**config.mk**
```make
export PLATFORM = sky130hd
export DESIGN_NAME = down_counter_timer
export DESIGN_NICKNAME = d
export VERILOG_FILES = /design/src/rtl/down_counter_timer.sv
export SDC_FILE = /design/constraint.sdc
export NUM_CORES = 1
export LEC_CHECK = 0
export ABC_AREA = 1
export CORE_ASPECT_RATIO = 1.2
export CORE_UTILIZATION = 35
export CTS_CLUSTER_DIAMETER = 60
export DETAILED_ROUTE_END_ITERATION = 10
export DONT_BUFFER_PORTS = 1
export PLACE_DENSITY_LB_ADDON = 0.3
export SETUP_SLACK_MARGIN = 0.1
export SLEW_MARGIN = 20
export SYNTH_ARGS = -nofsm -noshare
export SYNTH_HDL_FRONTEND = slang
export SYNTH_SLANG_ARGS = --single-unit
```
**constraint.sdc**
```tcl
create_clock -name clk -period 3 [get_ports clk]
set_input_delay 0.15 -clock clk [delete_from_list [all_inputs] [get_ports clk]]
set_output_delay 0.15 -clock clk [all_outputs]
set_load 0.02 [all_outputs]
```
**src/rtl/down_counter_timer.sv**
```systemverilog
// -----------------------------------------------------------------------------
// down_counter_timer
//
// Loadable synchronous down-counter used as an interval / timeout timer. A load
// captures a start value, which is also kept as the reload value. The count
// then decrements once per enabled clock. When it expires, a one-cycle
// terminal-count pulse is produced. With auto_reload the counter restarts from
// the stored reload value. Without it, the counter parks at zero.
//
// Handshake / control semantics:
//   load, stop and enable are level-sampled strobes on each rising clk edge.
//   Priority at every edge is reset_n=0 > load > stop > decrement > hold.
//   No input reaches count, tc or busy without passing through a flop.
//
// Ports:
//   clk          in   rising-edge clock
//   reset_n      in   asynchronous active-low reset
//   load         in   synchronous load strobe
//   load_value   in   [WIDTH] start / reload value captured on load
//   enable       in   count enable (only effective while running)
//   stop         in   synchronous abort: RUN -> IDLE, count held
//   auto_reload  in   sampled on the expiry edge: 1 reload and keep running
//   count        out  [WIDTH] current counter value (registered)
//   zero         out  count == 0 (decoded from the count register only)
//   tc           out  registered terminal-count pulse
//   busy         out  registered, high while the FSM is in RUN
//   dbg_state    out  FSM state for checkers (0 = IDLE, 1 = RUN)
// -----------------------------------------------------------------------------
module down_counter_timer #(
    parameter int WIDTH = 4
) (
    input  logic             clk,
    input  logic             reset_n,
    input  logic             load,
    input  logic [WIDTH-1:0] load_value,
    input  logic             enable,
    input  logic             stop,
    input  logic             auto_reload,
    output logic [WIDTH-1:0] count,
    output logic             zero,
    output logic             tc,
    output logic             busy,
    output logic             dbg_state
);

    typedef enum logic {
        ST_IDLE = 1'b0,
        ST_RUN  = 1'b1
    } state_t;

    localparam logic [WIDTH-1:0] ONE = WIDTH'(1);

    state_t           r_state;
    state_t           w_state_nxt;
    logic [WIDTH-1:0] r_count;
    logic [WIDTH-1:0] w_count_nxt;
    logic [WIDTH-1:0] r_reload;
    logic [WIDTH-1:0] w_reload_nxt;
    logic             r_tc;
    logic             w_tc_nxt;
    logic             w_expiry;

    // An expiry is the enabled edge that would take the count from 1 to 0.
    // RUN with count 0 cannot occur, so <= covers only the count==1 case but
    // keeps the counter from ever wrapping if that invariant were broken.
    assign w_expiry = (r_state == ST_RUN) && enable && (r_count <= ONE);

    // -------------------------------------------------------------------------
    // State and datapath registers
    // -------------------------------------------------------------------------
    always_ff @(posedge clk or negedge reset_n) begin
        if (!reset_n) begin
            r_state  <= ST_IDLE;
            r_count  <= '0;
            r_reload <= '0;
            r_tc     <= 1'b0;
        end else begin
            r_state  <= w_state_nxt;
            r_count  <= w_count_nxt;
            r_reload <= w_reload_nxt;
            r_tc     <= w_tc_nxt;
        end
    end

    // -------------------------------------------------------------------------
    // Next-state / next-datapath logic
    // -------------------------------------------------------------------------
    always_comb begin
        w_state_nxt  = r_state;
        w_count_nxt  = r_count;
        w_reload_nxt = r_reload;
        w_tc_nxt     = 1'b0;

        if (load) begin
            // A load always restarts the timer and replaces the reload value.
            // A load of zero parks the block in IDLE without a pulse.
            w_count_nxt  = load_value;
            w_reload_nxt = load_value;
            w_state_nxt  = (load_value != '0) ? ST_RUN : ST_IDLE;
        end else begin
            case (r_state)
                ST_IDLE: begin
                    // Count holds. Enable and stop are ignored here.
                    w_state_nxt = ST_IDLE;
                end
                ST_RUN: begin
                    if (stop) begin
                        // An abort wins over an expiry on the same edge.
                        // The count freezes where it is.
                        w_state_nxt = ST_IDLE;
                    end else if (w_expiry) begin
                        w_tc_nxt = 1'b1;
                        if (auto_reload) begin
                            w_count_nxt = r_reload;
                            w_state_nxt = ST_RUN;
                        end else begin
                            w_count_nxt = '0;
                            w_state_nxt = ST_IDLE;
                        end
                    end else if (enable) begin
                        w_count_nxt = r_count - ONE;
                    end
                end
                default: begin
                    w_state_nxt = ST_IDLE;
                end
            endcase
        end
    end

    // -------------------------------------------------------------------------
    // Outputs
    // -------------------------------------------------------------------------
    assign count     = r_count;
    assign zero      = (r_count == '0);
    assign tc        = r_tc;
    assign busy      = (r_state == ST_RUN);
    assign dbg_state = r_state;

endmodule

```
# Yosys cells after proc, flatten, opt, wreduce, memory -nomap -nowiden
# Cells that the tools add are included.
[totals] input_bits=10 out_inout_bits=8 elab_cells=31 register_bits=10
[op_classes] bitwise=1 mux=16 reduce_logical=7 n_eq_ne=1 n_lt_le_gt_ge=1 add_sub_neg=1
[op_table] op="$mux W4" count=6
[op_table] op="$mux W1" count=9
[op_table] op="$le A4 B1 Y1 const B" count=1
[op_table] op="$logic_not A4 Y1" count=1
[op_table] op="$reduce_bool A4 Y1" count=1
[op_table] op="$sub A4 B1 Y4 const B" count=1
[op_table] op="$reduce_and A3 Y1" count=1
[op_table] op="$reduce_bool A3 Y1" count=1
[op_table] op="$logic_and A1 B1 Y1" count=2
[op_table] op="$ne A2 B2 Y1 const B" count=1
[op_table] op="$pmux W1 S2" count=1
[op_table] op="$reduce_bool A2 Y1" count=1
[op_table] op="$not A1 Y1" count=1

# Logic depth before layout (Yosys ltp)
[logic_depth] word_depth=6 mapped_depth=10 ltp_nobuf=10

# Worst setup path after synthesis
# No wires, ideal clock.
[synth_timing] path_type="register to output" startpoint="register r_count[0], in the netlist count[0]" endpoint="output port zero" arrival_time_ns=1.274 stages_incl_launch_ff=4 t_required_ns=2.850 n_path_buf=0 setup_slack_ns=1.576 path_cell_list="dfrtp_1 > inv_1 > ha_1 > nor3b_1"
[synth_between] elab_chain_len=1
[synth_lines] element="from (decl)" line_no="55" source="logic [WIDTH-1:0] r_count;"
[synth_lines] element="from (signal assigned)" line_no="79" source="r_count <= w_count_nxt;"
[synth_lines] element="$logic_not A4 Y1" line_no="135" source="assign zero = (r_count == '0);"
[synth_lines] element="to (decl)" line_no="40" source="output logic zero,"
# Every way passes these cells.

# Final worst setup path
# Same ends and word-level chain as after synthesis.

==> run summary <==
largest net degree at the start of global routing = 11
P&R area growth vs syn = 8.55%
Worst Path Required = 2.85 ns
hold path start = load
worst skew pair latency = 0.27 ns
sequential power share = 51.5%
initial drt markers = 6
Post-Synthesis Cells = 82
antenna cells = 0
total global-route track usage = 16.2%
Post-Syn Area = 614 sq um
worst path cell trace = inv_1 > ha_1 > nor3b_1
Final Max Slew Viols = 0
synth unique cells = 21
Crit Path Category = reg2out
startpoint class of the critical path = flip-flop
sequential share of the synthesized area = 40.7%
RR Startpoint = count[0]
element type at the critical path end = output port
Avg WL per Cell = 12.8 um
Die H = 47.9 um
Post-synth ARST share = 100%
skew final = 0.00247 ns
failing checks = negative hold slack
first-pass GRT wire length = 2.03 mm
commonest non-fill, non-tap cell in the layout = nand2_1
post-CTS sizing = 0
top cell type's share of synthesized area = 40.7%
Syn. warnings = 0
Slew HR = 56.4%
RSZ-0062 raised after global routing = no
Post-Route WL = 1.32 mm
Critical path buffers and inverters = 1
outcome = finished, violations left
sw frac = 35.1%
Root Buffer Master = clkbuf_4
CTS tree = built
# clock sinks = 10
TritonCTS buffer count = 3
dpl hpwl = 1.00 mm
setup tns final = 0 ns
Final Wtd Congestion = 0.789
H-tree Lvls = 1
most frequent cells in the layout = nand2_1 (20), inv_1 (12), dfrtp_1 (10)
Final Hold Viols = 1
drt pass-1 iters = 5
initial antenna violation count = 0
vias per cell = 5.10
P_int = 224 uW
clk slew on worst S/H paths = 0.07 ns
Max VDD drop = 228 uV
I/O Buffers = 0
vias = 525
Die W = 40.2 um
count of state elements after synthesis = 10
Setup Fix Bufs, Post-CTS = 0
final hold slack = -0.00209 ns
post-route DRC violation count = 0
Comb power frac = 21.3%
Die ar. = 0.00193 sq mm
core area = 0.00164 sq mm
I/O pins = 18
sw power = 121 uW
count of final setup violators = 0
Detail Route Antenna Nets = 0
Fmax = 555 MHz
Post-synth top flop = dfrtp_1
slowest cell on the critical path = nor3b_1
Bufs on Longest Clock Path = 2
Post-synth EDFFs = 0
crit path max fanout = 5
WP data arrival = 1.65 ns
Max-cap violations = 0
Initial Util = 37.4%
final worst path period share = 60.1%
Clk pwr share = 27.2%
hold crit path type = in2reg
fin nets = 100
start point of the critical path = count[0]
GRT Residual Overflow = 0
Max stage delay on crit path = 0.55 ns
Total Power = 345 uW
FP Rows = 16
Syn Area/Cell = 7.49 sq um
layout cells sized above 1 = 11.8%
Yosys top cell by area = dfrtp_1
pwr/cell area = 517 mW/mm^2
fin crit period = 1.80 ns
via count of the first global-routing pass = 511
ranking of synthesized cells by area = dfrtp_1 (41%), nand2_1 (12%), inv_1 (7.3%)
family with the most delay on the worst path = simple AND/OR/NAND/NOR gates
synthesized net count = 95
Least-Margin Pin Slew = 0.653 ns
leakage = 0.337 nW
==> timing repair <==
action | CTS | global route
setup endpoints to repair | 0 | 0
hold buffers | 2 | 0
hold endpoints to repair | 13 | 0
==> per-stage QoR <==
step                      util, %  area (sq um)  instances  hold slack, ns  setup WS, ns
final                        40.6           667        103        -0.00209          1.20
after global routing         40.6           667        103         0.00713          1.07
after CTS                    40.6           667        103         0.00177          1.19
after detailed placement     38.0           624         98          -0.145          1.44
after global placement       38.0           624         98          -0.145          1.46
after floorplan                 -           614         82          -0.146          1.58
==> layout make-up <==
| class | instances | area (sq um) |
|---|---|---|
| clock buffers | 3 | 22.5 |
| fillers | 180 | 975 |
| inverters | 14 | 57.6 |
| multi-input cells | 56 | 294 |
| flip-flops and latches | 10 | 250 |
| well taps | 18 | 22.5 |
| repair buffers | 2 | 20.0 |
==> synth_stat cells (3+ instances only) <==
| master | instances |
|---|---|
| nor2_1 | 4 |
| o21ai_1 | 6 |
| a21oi_1 | 5 |
| inv_1 | 12 |
| dfrtp_1 | 10 |
| nand2_2 | 3 |
| nand2_1 | 20 |
| ha_1 | 3 |
| nand3_1 | 7 |
==> state kept, by name, summed over array words and instances (netlist names) <==
name	flops
count	4
tc	1
r_reload	4
busy	1
==> final timing paths <==
path | endpoint | slack, ns | depth (start not counted)
setup / recovery | zero | 1.20 | 3
hold / removal | r_reload[3] | -0.002 | 2
setup reg to reg | count[3] | 1.43 | 10
hold reg to reg | r_reload[3] | 0.48 | 2
max in group asynchronous | r_reload[0] | 2.43 | 1
min in group asynchronous | count[1] | 0.26 | 1
==> routing by layer <==
metal | global-route usage, % | wire length [um] | part of all wire [%] | up-vias
met1 | 17.1 | 531 | 40 | 239
met3 | 4.19 | 70 | 5.3 | 6
met2 | 27.4 | 669 | 51 | 15
met5 | 0 | 0 | 0 | -
met4 | 11.3 | 49 | 3.7 | 0
li1 | - | - | - | 265
==> power by group through the flow <==
stage | clock, mW | combinational (mW) | sequential [mW]
finish | 0.0938 | 0.0734 | 0.178
global route | 0.0989 | 0.0839 | 0.181
CTS | 0.0935 | 0.0745 | 0.178
detailed placement | 0 | 0.0685 | 0.180
global placement | 0 | 0.0684 | 0.180
floorplan | 0 | 0.0626 | 0.175
==> worst reg2reg max path, cell delays in order (launching register included) <==
cell	delay [ns]
dfrtp_1	0.48
inv_1	0.18
ha_1	0.21
inv_1	0.06
nand2_2	0.06
nand2_2	0.07
nor2_4	0.14
nand2_2	0.06
nand2_1	0.06
nand2_1	0.04
a21oi_1	0.13
==> cell families after synthesis <==
group	after synthesis	share of synthesized area [%]
fa+ha+maj	3	6.11
flops	10	40.7
simple gates	39	29.3
buf+inv	16	11.4
xor+xnor	1	1.43
compound gates	13	11.0
No activity file was read; power rests on OpenSTA's default activity.
